==> src/rtl/tgate_switch_sequencer.sv <==
// tgate_switch_sequencer: break-before-make sel/selb sequencer for N_GATES gates on one net (req valid/ready in; sel/selb, busy, done, active_valid/active_idx out)
module tgate_switch_sequencer #(
  parameter int SEL_W = 2,
  parameter int DEAD_CYCLES = 2,
  parameter int SETTLE_CYCLES = 3,
  localparam int N_GATES = 2 ** SEL_W
) (
  input  logic               clk,
  input  logic               reset,
  input  logic               req_valid,
  output logic               req_ready,
  input  logic [SEL_W-1:0]   req_sel,
  input  logic               req_off,
  output logic [N_GATES-1:0] sel,
  output logic [N_GATES-1:0] selb,
  output logic               busy,
  output logic               done,
  output logic               active_valid,
  output logic [SEL_W-1:0]   active_idx
);
  typedef enum logic [1:0] {IDLE, DEAD, SETTLE, ACK} state_t;
  state_t state_q, state_d;
  logic [7:0] cnt_q, cnt_d;
  logic [N_GATES-1:0] sel_q, sel_d;
  logic [SEL_W-1:0] tgt_sel_q, tgt_sel_d, act_idx_q, act_idx_d;
  logic tgt_off_q, tgt_off_d, act_v_q, act_v_d;
  logic done_q, ready_q, busy_q;
  logic accept;
  assign accept = req_valid & ready_q;
  always_comb begin
    state_d = state_q;
    cnt_d = cnt_q;
    sel_d = sel_q;
    tgt_sel_d = tgt_sel_q;
    tgt_off_d = tgt_off_q;
    act_idx_d = act_idx_q;
    act_v_d = act_v_q;
    case (state_q)
      IDLE: if (accept) begin
        if (!req_off && act_v_q && req_sel == act_idx_q) state_d = ACK;
        else begin
          state_d = DEAD;
          sel_d = '0;
          act_v_d = 1'b0;
          cnt_d = 8'(DEAD_CYCLES - 1);
          tgt_sel_d = req_sel;
          tgt_off_d = req_off;
        end
      end
      DEAD: if (cnt_q == 8'd0) begin
        if (tgt_off_q) state_d = ACK;
        else begin
          state_d = SETTLE;
          sel_d = N_GATES'(1) << tgt_sel_q;
          act_idx_d = tgt_sel_q;
          act_v_d = 1'b1;
          cnt_d = 8'(SETTLE_CYCLES - 1);
        end
      end else cnt_d = cnt_q - 8'd1;
      SETTLE: if (cnt_q == 8'd0) state_d = ACK; else cnt_d = cnt_q - 8'd1;
      default: state_d = IDLE;
    endcase
  end
  always_ff @(posedge clk) begin
    if (reset) begin
      state_q <= IDLE;
      cnt_q <= '0;
      sel_q <= '0;
      tgt_sel_q <= '0;
      tgt_off_q <= 1'b0;
      act_idx_q <= '0;
      act_v_q <= 1'b0;
      done_q <= 1'b0;
      ready_q <= 1'b0;
      busy_q <= 1'b0;
    end else begin
      state_q <= state_d;
      cnt_q <= cnt_d;
      sel_q <= sel_d;
      tgt_sel_q <= tgt_sel_d;
      tgt_off_q <= tgt_off_d;
      act_idx_q <= act_idx_d;
      act_v_q <= act_v_d;
      done_q <= state_d == ACK;
      ready_q <= state_d == IDLE;
      busy_q <= state_d != IDLE;
    end
  end
  assign sel = sel_q;
  assign selb = ~sel_q;
  assign req_ready = ready_q;
  assign busy = busy_q;
  assign done = done_q;
  assign active_valid = act_v_q;
  assign active_idx = act_idx_q;
endmodule

==> config.mk <==
export PLATFORM = sky130hd
export DESIGN_NAME = tgate_switch_sequencer
export DESIGN_NICKNAME = d
export VERILOG_FILES = /design/src/rtl/tgate_switch_sequencer.sv
export SDC_FILE = /design/constraint.sdc
export NUM_CORES = 1
export LEC_CHECK = 0
export ABC_AREA = 1
export BUFFER_PORTS_ARGS = -buffer_cell sky130_fd_sc_hd__buf_2
export CAP_MARGIN = 40
export CORE_UTILIZATION = 50
export DETAILED_ROUTE_END_ITERATION = 10
export PLACE_DENSITY = 0.84
export SYNTH_ARGS = -nofsm -noshare
export SYNTH_HDL_FRONTEND = slang
export SYNTH_SLANG_ARGS = --single-unit
==> constraint.sdc <==
create_clock -name clk -period 1.8 [get_ports clk]
set_clock_uncertainty 0.2 [all_clocks]
set_input_delay 0.36 -clock clk [delete_from_list [all_inputs] [get_ports clk]]
set_output_delay 0.36 -clock clk [all_outputs]
set_load 0.02 [all_outputs]
**After elaboration in Yosys (flattened, before gate mapping)**

Cells that the tools add are included.

- Register bits after elaboration: 23
- Output and inout port bits: 14
- Word-level logic and storage cells: 61

- Add/subtract/negate cells: 1
- Equal/unequal tests: 10
- Shifts and indexed selects: 1
- Muxes and demuxes: 22
- Bitwise gates (word level): 4
- Reductions and logical operators: 13

Operator list:

| cell | count |
|---|---|
| $mux 8 | 5 |
| $pmux 8 s3 | 1 |
| $mux 4 | 4 |
| $ne 2x2->1 const B | 5 |
| $reduce_and 5->1 | 2 |
| $logic_not 8->1 | 1 |
| $mux 2 | 4 |
| $pmux 4 s2 | 1 |
| $sub 8x1->8 const B | 1 |
| $pmux 2 s3 | 1 |
| $reduce_and 3->1 | 2 |
| $mux 1 | 5 |
| $eq 2x2->1 const B | 2 |
| $logic_not 2->1 | 2 |
| $not 4->4 | 1 |
| $reduce_bool 2->1 | 2 |
| $shl 1x2->4 const A | 1 |
| $ne 3x3->1 const B | 1 |
| $reduce_bool 3->1 | 1 |
| $eq 2x1->1 const B | 1 |
| $eq 2x2->1 | 1 |
| $logic_and 1x1->1 | 2 |
| $not 1->1 | 2 |
| $pmux 1 s2 | 1 |
| 2 further kinds | 2 |

**Logic depth before layout (Yosys ltp)**

Gate-level depths: netlist of run 1.

- Depth in word-level cells: 7
- Depth in mapped cells: 11
- Gate-level depth less buffers: 11

**Least setup slack after synthesis of run 1**

Ideal clock, no wire load.

- Path type: register to register
- Start: register state_q[1]
- End: register cnt_q[1]
- Library setup time: 0.128 ns
- Arrival: 1.421 ns
- Required time: 1.472 ns
- Setup slack: 0.052 ns
- Stages on the path, launching flop included: 12
- Path buffers: 1
- Path through: dfxtp_1 > inv_1 > ha_1 > nand2_1 > inv_1 > nand3_4 > nand3_2 > nor2_2 > buf_6 > nand2_1 > o21ai_1 > nor2_1

- Word-level cells in the longest chain between the ends: 3

Ends and longest elaborated chain:

| element | RTL line | RTL |
|---|---|---|
| start, declared | 22 | `state_t state_q, state_d;` |
| start signal, assigned | 77 | `state_q <= state_d;` |
| $eq 2x1->1, or another cell as far along | 38 | `case (state_q)` |
| $ne 3x3->1 (no line), or another cell as far along | - |  |
| $reduce_and 5->1 (no line) | - |  |
| end signal, assigned | 78 | `cnt_q <= cnt_d;` |
| end, declared | 23 | `logic [7:0] cnt_q, cnt_d;` |

Several ways; a longest one is shown, not always the timed one.
A chain may end at the register's enable or synchronous reset.

**Worst setup path after layout of run 1**

- Start: register cnt_q[1]
- End: register cnt_q[0]

- Word-level cells in the longest chain between the ends: 3

Ends and longest elaborated chain:

| element | RTL line |
|---|---|
| $logic_not 8->1 (*) | 50, 60 |
| $ne 3x3->1 (no line), or another cell as far along | - |
| $reduce_and 5->1 (no line) or $pmux 8 s3 (tied branches) | - |

Every way passes the cells marked *; elsewhere a longest branch is shown, timed or not.

==> reports/metrics.cfg, run 1 <==
[run_status]
status = complete, no violations

[clock_network]
numClockSinks = 23
cts_root_buffer = clkbuf_4
insertion_delay_ns = 0.31
clock_path_buffers = 2
htreeDepth = 1
cts_tree = built
cts_buffers = 3
postCtsSetupBuffers = 0
path_clk_slew_ns = 0.12

[die]
die_area_mm2 = 0.002982
rows = 18
dieWidth_um = 54.61
initial_utilization_pct = 54.38
dieHeight_um = 54.61
boundaryPins = 20
fp.coreArea_mm2 = 0.002545

[sta]
relSlewSlack_pct = 75.50
period_minus_slack_ns = 1.728
min_period_over_period_pct = 96.03
setup_slack_ns = 0.07152
worstMarginPinSlew_ns = 0.3671
fmax_mhz = 578.5
tns_ns = 0
rsz0062_at_grt = yes
finalMaxSlewViolations = 0
hold_viol = 0
setup_viol = 0

[setup_path]
crit_buf_inv = 1
rr_worst_depth = 10
rr_endpoint = cnt_q[0]$_SDFFE_PP0P_
cpPeakStageDelay_ns = 0.36
worst_ep_arrival_time_ns = 1.74
path_cells = inv_1 > ha_2 > nand2_2 > nor2_4 > nand2_2 > nand2_1 > nor2_1 > nand2_2 > nor3_1 > nor2_1
critPathKind = reg -> reg
path_common_cell = nand2_2
r2r_setup_slack_ns = 0.07
end_kind = register
r2r-start = cnt_q[1]$_SDFFE_PP0P_
critPathTopFamily = simple AND/OR/NAND/NOR gates
cp.required_ns = 1.81
crit_fanout = 4
crit_slowest_cell = dfxtp_2
cp-start-kind = register

[synth]
synth.most_common_cell = nand2_1
synth_seq_cells = 23
avgSynthCellArea_um2 = 6.653
synth_commonest_cells = 50 x nand2_1, 35 x inv_1, 23 x dfxtp_1, 19 x nand3_1, 19 x nor2_1
synth_compound_area_share_pct = 12.75
netlist_area_mm2 = 0.001384
synthCells = 208
synth_top_family_by_area = simple AND/OR/NAND/NOR gates
syn_nets = 222
synth_edf_count = 0
synth_area_leaders = dfxtp_1 33%, nand2_1 14%, inv_1 9.5%
yosys_most_used_dff = dfxtp_1
synth_adder_area_share_pct = 7.233
yosysUniqueCellTypes = 24
yosys.area.top_type = dfxtp_1
ys_seq_area_share_pct = 33.27
synthMuxAreaShare_pct = 0
synth.top_cell.area_share_pct = 33.27
synth-xor-area-share_pct = 1.266
yosys.area_share.simple_pct = 34.00
ys.warnings.count = 0
synth-async-reset-ratio_pct = 0

[final_layout]
utilization_pct = 63.52
syn2layout_area_growth_pct = 16.82
diodes = 0
fill_cells = 236
final_area_mm2 = 0.001617
drive_above_1_share_pct = 24.36
final_nets = 249
multi_input_area_um2 = 809.5
layout.area.seq_um2 = 464.2

[grt]
grt_max_degree = 13
grt_pass1_wl_mm = 4.678
antenna_found_initial = 0
overflow = 0
track_usage_pct = 21.88
grt_pass1_vias = 1115

[placed_design]
io_buffers = 19
place.gp.congestion = 0.8522
hpwl_mm = 2.296
dp_slack_ns = 0.02612
dpl_cell_area_mm2 = 0.001541

[drt]
drc_errors = 0
drt_wl_total_mm = 2.851
wl_met1_mm = 1.348
drt_iter0_markers = 33
top_layer = met4
drt_pass1_iterations = 4
routedWlPerCell_um = 10.80
via_per_inst = 5.102
wl_met3_um = 206
dr_total_vias = 1347
met2_length_mm = 1.264
drtAntennaViolNets = 0

[hold_path]
whs_path_depth = 2
hold_path.class = in -> reg
worstHoldEndpoint = sel[1]$_SDFFE_PP0P_
worst_hold_startpoint = reset

[pwr]
total_power_mw = 3.046
peakVddDrop_mv = 1.313
leakagePower_nw = 0.7863
powerDensity_mw_per_mm2 = 1884

[job]
maxCapViolCount = 0

==> registers in the layout, summed over array words and instances, names as in the netlist, 2 cells and up <==
| name | cells |
|---|---|
| active_idx | 2 |
| cnt_q | 8 |
| sel | 4 |
| state_q | 2 |
| tgt_sel_q | 2 |
==> metal layers <==
metal | GRT usage (%) | vias up
met1 | 29.62 | 599
met4 | 6.410 | 0
li1 | - | 706
met5 | 0 | -
met2 | 33.94 | 38
met3 | 5.278 | 4
==> how the worst max path moves through the flow <==
stage,start,endpoint,slack (ns),cells after the start
floorplan,state_q[1]$_SDFF_PP0_,cnt_q[1]$_SDFFE_PP0P_,0.05,11
global placement,cnt_q[0]$_SDFFE_PP0P_,cnt_q[0]$_SDFFE_PP0P_,0.08,10
detailed placement,cnt_q[0]$_SDFFE_PP0P_,cnt_q[0]$_SDFFE_PP0P_,0.03,10
CTS,state_q[1]$_SDFF_PP0_,done$_SDFF_PP0_,0.004,8
global route,cnt_q[1]$_SDFFE_PP0P_,cnt_q[0]$_SDFFE_PP0P_,-0.02,10
finish,cnt_q[1]$_SDFFE_PP0P_,cnt_q[0]$_SDFFE_PP0P_,0.07,10
==> where the power goes <==
group	switching, mW	internal [mW]	leakage, nW
registers	0.103	0.665	0.189
clock network	0.154	0.0866	0.0150
logic	1.33	0.711	0.583
total	1.58	1.46	0.786
==> final cells by class <==
cell class	count	share of cell area, %
Sequential cell	23	28.72
Multi-Input combinational cell	145	50.08
Tap cell	30	2.322
Clock buffer	4	1.625
Timing Repair Buffer	25	8.669
Inverter	37	8.591
==> kinds of logic after synthesis <==
kind of cell | Yosys count
compound gates | 31
xor+xnor | 2
fa+ha+maj | 8
buf+inv | 40
flops | 23
simple gates | 104
==> through the flow <==
stage,cells,hold slack [ns]
CTS,264,0.1424
global route,264,0.1303
global placement,260,0.2626
floorplan,208,0.2617
finish,264,0.1394
detailed placement,260,0.2679
==> worst register-to-register path: cells and delay by family, from the launching register on <==
family | cells | cell delay (ns)
buf+inv | 1 | 0.06
flops | 1 | 0.36
fa+ha+maj | 1 | 0.20
simple gates | 8 | 0.80
==> cells in the final DEF, fill, tap and decap left out, types with 3 or more instances in the layout <==
master,instances
nand3_1,19
o21ai_0,6
a21oi_2,3
nor2_2,3
inv_1,35
buf_2,19
nand2_2,7
nor2_1,18
ha_1,5
clkbuf_4,3
nand2_1,46
dfxtp_1,20
buf_4,6
dfxtp_2,3
nor3_1,5
o21ai_2,3
a21oi_1,16
==> what timing repair did <==
action	4_1_cts	5_1_grt
resized for setup	0	16
endpoints found under the setup margin	0	17
hold buffers	0	0
Note: power is estimated with default switching activity, not from simulation.
==> inputs of run 2 (changes only) <==
--- a/config.mk
+++ b/config.mk
@@ -7,10 +7,11 @@
 export LEC_CHECK = 0
 export ABC_AREA = 1
 export BUFFER_PORTS_ARGS = -buffer_cell sky130_fd_sc_hd__buf_2
-export CAP_MARGIN = 40
-export CORE_UTILIZATION = 50
+export CAP_MARGIN = 30
+export CORE_UTILIZATION = 56
 export DETAILED_ROUTE_END_ITERATION = 10
-export PLACE_DENSITY = 0.84
+export PLACE_DENSITY = 0.88
 export SYNTH_ARGS = -nofsm -noshare
 export SYNTH_HDL_FRONTEND = slang
 export SYNTH_SLANG_ARGS = --single-unit
+export TNS_END_PERCENT = 5
==> constraint.sdc (replaced) <==
create_clock -name clk -period 1.85 [get_ports clk]
set_clock_uncertainty 0.2 [all_clocks]
set_input_delay 0.37 -clock clk [delete_from_list [all_inputs] [get_ports clk]]
set_output_delay 0.37 -clock clk [all_outputs]
set_load 0.02 [all_outputs]
==> run 2 against run 1 <==
Effect of this change: via count shrank 1.4%; power shrank 4.4%; register-to-register slack is essentially flat; sequential share of layout area grew 0.81 points; highest routed layer unchanged; largest power group unchanged; critical path depth is the same.
==> reports/metrics.cfg, run 2 (synthesis gave the netlist of run 1 again) <==
[run_status]
status = complete, no violations

[final_layout]
layout_common_cells = 49 x nand2_1, 35 x inv_1, 21 x dfxtp_1
drive_above_1_share_pct = 20.35  ; -4.0 points
diodes = 0  ; unchanged
layout.cells.non_filler = 259  ; -1.9%
top_register = cnt_q
layout_commonest_cell = nand2_1
largest_reg_flops = 8  ; unchanged
final_nets = 246  ; -1.2%
syn2layout_area_growth_pct = 13.29

[placed_design]
io_buffers = 19  ; unchanged
hpwl_mm = 2.285  ; -0.47%
place.gp.congestion = 0.8434  ; -1.0%
place_inst = 255  ; -1.9%

[setup_path]
crit_buf_inv = 1  ; unchanged
critPathKind = reg -> reg
cpPeakStageDelay_ns = 0.37  ; about the same
rr_worst_depth = 10  ; unchanged
crit_slowest_cell = dfxtp_1
cp-start-kind = register
cp.required_ns = 1.87  ; +0.06 ns
worst_ep_arrival_time_ns = 1.79  ; +0.05 ns
crit_fanout = 4  ; unchanged
cp.depth = 10  ; unchanged
end_kind = register
path_cells = inv_1 > ha_2 > nand2_2 > nor2_4 > nand2_2 > nand2_1 > nor2_1 > nand2_1 > nor3_1 > nor2_1
critPathTopFamily = simple AND/OR/NAND/NOR gates

[sta]
hold_viol = 0  ; unchanged
period_minus_slack_ns = 1.768  ; +0.03954 ns
finalMaxSlewViolations = 0  ; unchanged
relSlewSlack_pct = 73.50  ; -2.0 points
min_period_over_period_pct = 95.57  ; -0.46 points
worstMarginPinSlew_ns = 0.3970  ; +0.02991 ns
tns_ns = 0  ; unchanged
setup_viol = 0  ; unchanged
rsz0062_at_grt = yes
fmax_mhz = 565.6  ; -2.2%
hold_ws_ns = 0.1557  ; +0.01628 ns

[die]
dieHeight_um = 51.71  ; -5.3%
initial_utilization_pct = 60.80  ; +6.4 points
fp.coreArea_mm2 = 0.002276  ; -11%
die_area_mm2 = 0.002674  ; -10%
rows = 17  ; -1
dieWidth_um = 51.71  ; -5.3%
boundaryPins = 20  ; unchanged

[drt]
drt_pass1_iterations = 4  ; unchanged
drt_iter0_markers = 70  ; +110%
dr_total_vias = 1328  ; -1.4%
drc_errors = 0  ; unchanged
drtAntennaViolNets = 0  ; unchanged
via_per_inst = 5.127  ; +0.49%
routedWlPerCell_um = 11.29  ; +4.5%
drt_wl_total_mm = 2.924  ; +2.6%

[clock_network]
numClockSinks = 23  ; unchanged
insertion_delay_ns = 0.31  ; about the same
cts_hold_buf = 0  ; unchanged
htreeDepth = 1  ; unchanged
cts_root_buffer = clkbuf_4
clock_path_buffers = 2  ; unchanged
cts_tree = built
path_clk_slew_ns = 0.13  ; about the same
cts_buffers = 3  ; unchanged

[pwr]
leakagePower_nw = 0.7684  ; -2.3%
powerDensity_mw_per_mm2 = 1858  ; -1.4%
total_power_mw = 2.912  ; -4.4%
peakVddDrop_mv = 1.242  ; -5.4%

[grt]
overflow = 0  ; unchanged
grt_max_degree = 13  ; unchanged
grt_pass1_vias = 1118  ; +0.27%
grt_pass1_wl_mm = 4.692  ; +0.30%
track_usage_pct = 23.80  ; +1.9 points
antenna_found_initial = 0  ; unchanged

[hold_path]
whs_path_depth = 2  ; unchanged
hold_path.class = in -> reg

[job]
maxCapViolCount = 0  ; unchanged

==> run 2: changes by cell type in the layout (fill, tap and decap cells not counted), sizes merged <==
cell  change
buf       -3
==> run 2: what timing repair did <==
action / CTS / global route
gates resized for setup: 0 / 9
setup endpoints to repair: 0 / 16
endpoints found under the hold margin: 0 / 0
buffers inserted: 0 / 0
==> run 2: layout make-up <==
cell class | instances | area, um2
clock buffers | 4 | 26.28
fillers | 203 | 708.2
inverters | 37 | 138.9
multi-input cells | 145 | 787.0
flip-flops and latches | 23 | 462.9
well taps | 28 | 35.03
repair buffers | 22 | 117.6
==> run 2: worst register-to-register path, delay by kind of cell (launching register included) <==
family	cells	cell delay, ns
buffers and inverters	1	0.08
and+or+nand+nor	8	0.81
DFF	1	0.37
adders and majority gates	1	0.21
==> run 2: per-layer routing <==
| layer | track usage, % | vias up | routed length, um |
|---|---|---|---|
| li1 | - | 698 | - |
| met1 | 29.96 | 593 | 1404 |
| met2 | 41.13 | 35 | 1378 |
| met3 | 5.263 | 2 | 124 |
| met4 | 5.405 | 0 | 16 |
| met5 | 0 | - | 0 |
==> run 2: final timing paths <==
kind,startpoint,slack (ns),to
max reg2reg,cnt_q[0]$_SDFFE_PP0P_,0.08,cnt_q[0]$_SDFFE_PP0P_
max,cnt_q[0]$_SDFFE_PP0P_,0.08,cnt_q[0]$_SDFFE_PP0P_
min,reset,0.16,sel[3]$_SDFFE_PP0P_
min reg2reg,sel[1]$_SDFFE_PP0P_,0.29,sel[1]$_SDFFE_PP0P_
==> run 2: power breakdown <==
group          switching [mW]  internal (mW)  leakage [nW]
clock                   0.151         0.0843        0.0150
combinational            1.26          0.659         0.565
sequential              0.115          0.646         0.188
==> run 2: through the flow <==
| step | utilization [%] | setup slack [ns] | cell area, um2 |
|---|---|---|---|
| after floorplan | - | 0.1018 | 1384 |
| after global placement | 66.63 | 0.09158 | 1516 |
| after detailed placement | 66.63 | 0.04571 | 1516 |
| after CTS | 67.78 | 0.01857 | 1543 |
| after global routing | 68.88 | -0.01046 | 1568 |
| final | 68.88 | 0.08199 | 1568 |
==> inputs of run 3 (changes only) <==
--- a/config.mk
+++ b/config.mk
@@ -5,10 +5,10 @@
 export SDC_FILE = /design/constraint.sdc
 export NUM_CORES = 1
 export LEC_CHECK = 0
-export ABC_AREA = 1
+export ABC_AREA = 0
 export BUFFER_PORTS_ARGS = -buffer_cell sky130_fd_sc_hd__buf_2
 export CAP_MARGIN = 30
-export CORE_UTILIZATION = 56
+export CORE_UTILIZATION = 55
 export DETAILED_ROUTE_END_ITERATION = 10
 export PLACE_DENSITY = 0.88
 export SYNTH_ARGS = -nofsm -noshare
==> run 3 against run 2 <==
Effect of this change: the flow now finishes with violations (negative setup slack); critical path depth decreased by 3; global-route usage rose by 12 points; non-clock buffer count is 35 higher; via count is 14% higher; count of clock-buffer cells in the layout down 1; sequential share of layout area shrank 4.1 points; critical path type unchanged; critical endpoint is now sel[0]$_SDFFE_PP0P_; largest power group unchanged; highest routed layer unchanged.
==> reports/metrics.cfg, run 3 <==
[run_status]
status = finished, violations left
violations = negative setup slack

[synth]
ys.warnings.count = 0  ; unchanged
synthCells = 151  ; -27%
yosysUniqueCellTypes = 40  ; +67%
synth.most_common_cell = dfxtp_1
synth_commonest_cells = 23 x dfxtp_1, 15 x nor2_1, 13 x nand2_1, 10 x inv_1, 9 x a21oi_1
synth-async-reset-ratio_pct = 0  ; unchanged
syn_nets = 165  ; -26%
yosys.area.top_type = dfxtp_1
yosys_most_used_dff = dfxtp_1
netlist_area_mm2 = 0.001287  ; -7.0%
synth_area_leaders = dfxtp_1 36%, ha_1 7.8%, mux2i_1 5.4%
ys_seq_area_share_pct = 35.76  ; +2.5 points
avgSynthCellArea_um2 = 8.526  ; +28%
synth_seq_cells = 23  ; unchanged
synth.top_cell.area_share_pct = 35.76  ; +2.5 points
synth_edf_count = 0  ; unchanged

[clock_network]
path_clk_slew_ns = 0.13  ; about the same
clock_path_buffers = 2  ; unchanged
numClockSinks = 23  ; unchanged
cts_tree = built
cts_buffers = 3  ; unchanged
insertion_delay_ns = 0.31  ; about the same
htreeDepth = 1  ; unchanged
cts_root_buffer = clkbuf_4

[job]
maxCapViolCount = 0  ; unchanged

[setup_path]
worst_ep_arrival_time_ns = 2.36  ; +0.57 ns
crit_start = cnt_q[1]$_SDFFE_PP0P_
crit_fanout = 4  ; unchanged
cp-start-kind = register
cp.required_ns = 1.91  ; +0.04 ns
r2r-start = cnt_q[1]$_SDFFE_PP0P_
end_kind = register
critPathKind = reg -> reg

[drt]
drt_wl_total_mm = 4.587  ; +57%
drt_pass1_iterations = 5  ; +1
dr_total_vias = 1519  ; +14%
routedWlPerCell_um = 19.52  ; +73%
drtAntennaViolNets = 0  ; unchanged
via_per_inst = 6.464  ; +26%
drc_errors = 0  ; unchanged
drt_iter0_markers = 51  ; -27%

[sta]
hold_viol = 0  ; unchanged
min_period_over_period_pct = 124.2  ; +29 points
fmax_mhz = 435.1  ; -23%
relSlewSlack_pct = 71.25  ; -2.3 points
period_minus_slack_ns = 2.298  ; +0.5301 ns
finalMaxSlewViolations = 0  ; unchanged
setup_slack_ns = -0.4481  ; -0.5301 ns
worstMarginPinSlew_ns = 0.4257  ; +0.02867 ns
rsz0062_at_grt = yes
setup_viol = 21  ; +21

[grt]
grt_max_degree = 25  ; +12
grt_pass1_vias = 1396  ; +25%
antenna_found_initial = 0  ; unchanged
track_usage_pct = 35.71  ; +12 points
overflow = 0  ; unchanged
grt_pass1_wl_mm = 6.672  ; +42%

[final_layout]
final_nets = 222  ; -9.8%
utilization_pct = 82.81  ; +14 points
syn2layout_area_growth_pct = 42.27
layout_commonest_cell = buf_4
diodes = 0  ; unchanged
layout_common_cells = 36 x buf_4, 19 x dfxtp_1, 19 x buf_2
drive_above_1_share_pct = 43.48  ; +23 points
top_register = cnt_q
largest_reg_flops = 8  ; unchanged

[pwr]
switching_power_mw = 0.8520  ; -44%
leakagePower_nw = 0.8261  ; +7.5%
pwr-share-seq_pct = 31.0  ; +4.9 points
swShare_pct = 42.19  ; -10 points
powerDensity_mw_per_mm2 = 1102  ; -41%
p_comb_share_pct = 57.1  ; -8.7 points
clockPowerShare_pct = 11.9  ; +3.8 points
p_int_mw = 1.167  ; -16%
total_power_mw = 2.019  ; -31%
peakVddDrop_mv = 0.9163  ; -26%

[die]
dieHeight_um = 50.38  ; -2.6%
boundaryPins = 20  ; unchanged
initial_utilization_pct = 58.20  ; -2.6 points
die_area_mm2 = 0.002538  ; -5.1%
dieWidth_um = 50.38  ; -2.6%
fp.coreArea_mm2 = 0.002212  ; -2.8%
rows = 17  ; unchanged

[placed_design]
place.gp.congestion = 0.8962  ; +6.3%
hpwl_mm = 2.680  ; +17%
io_buffers = 19  ; unchanged

[hold_path]
worst_hold_startpoint = req_sel[1]
hold_path.class = in -> reg

==> run 3: final timing paths <==
| check | depth (start not counted) | endpoint | slack, ns |
|---|---|---|---|
| max | 7 | sel[0]$_SDFFE_PP0P_ | -0.45 |
| min | 3 | tgt_sel_q[1]$_SDFFE_PP0P_ | 0.13 |
| max reg2reg | 7 | sel[0]$_SDFFE_PP0P_ | -0.45 |
| min reg2reg | 2 | sel[2]$_SDFFE_PP0P_ | 0.30 |
==> run 3: metal layers <==
| metal | part of all wire (%) | GRT usage (%) | vias to the layer above |
|---|---|---|---|
| met4 | 5.4 | 18.06 | 0 |
| met5 | 0 | 0 | - |
| met2 | 48 | 62.44 | 118 |
| met3 | 8.8 | 6.970 | 34 |
| met1 | 38 | 40.86 | 703 |
| li1 | - | - | 664 |
==> run 3: layout make-up <==
class                           count  area, um2
Multi-Input combinational cell    113      878.3
Sequential cell                    23      465.4
Timing Repair Buffer               57      387.9
Fill cell                         130      380.4
Inverter                           10      37.54
Tap cell                           28      35.03
Clock buffer                        3      22.52
Clock inverter                      1      5.005
==> run 3: critical path: stages, from the launching register on <==
cell,delay (ns)
dfxtp_2,0.35
inv_2,0.07
ha_4,0.14
or4b_4,0.49
o31ai_4,0.26
o21ai_4,0.12
or4b_4,0.49
a21oi_2,0.12
==> run 3: stage by stage <==
| step | instance area [um2] | setup TNS (ns) | std cells | hold slack (ns) | setup slack [ns] |
|---|---|---|---|---|---|
| after detailed placement | 1690 | -5.009 | 229 | 0.2719 | -0.4059 |
| after CTS | 1793 | -3.826 | 235 | 0.1216 | -0.3978 |
| after global placement | 1690 | -3.864 | 229 | 0.2593 | -0.3467 |
| final | 1832 | -4.989 | 235 | 0.1328 | -0.4481 |
| after floorplan | 1310 | -2.825 | 151 | 0.2412 | -0.3772 |
| after global routing | 1832 | -6.127 | 235 | 0.1185 | -0.4998 |
==> run 3: power groups by stage <==
stage	combinational (mW)	sequential, mW	clock [mW]
after floorplan	0.514	0.661	0
after global placement	0.889	0.622	0
after detailed placement	0.944	0.625	0
after CTS	1.05	0.617	0.243
after global routing	1.21	0.633	0.270
final	1.15	0.625	0.241
==> run 3: logic make-up after synthesis <==
| logic type | after synthesis | synth area share, % |
|---|---|---|
| and+or+nand+nor | 56 | 22.25 |
| AOI/OAI and AO/OA | 39 | 22.06 |
| muxes | 8 | 6.317 |
| xor gates and xnor gates | 2 | 1.361 |
| buffers and inverters | 15 | 4.470 |
| adders and majority gates | 8 | 7.775 |
| DFF | 23 | 35.76 |
==> run 3: repair_timing <==
item,CTS,global route
endpoints found under the setup margin,20,23
gates resized for setup,18,10
pin swaps,7,5
setup buffers,2,0
hold buffers,0,0
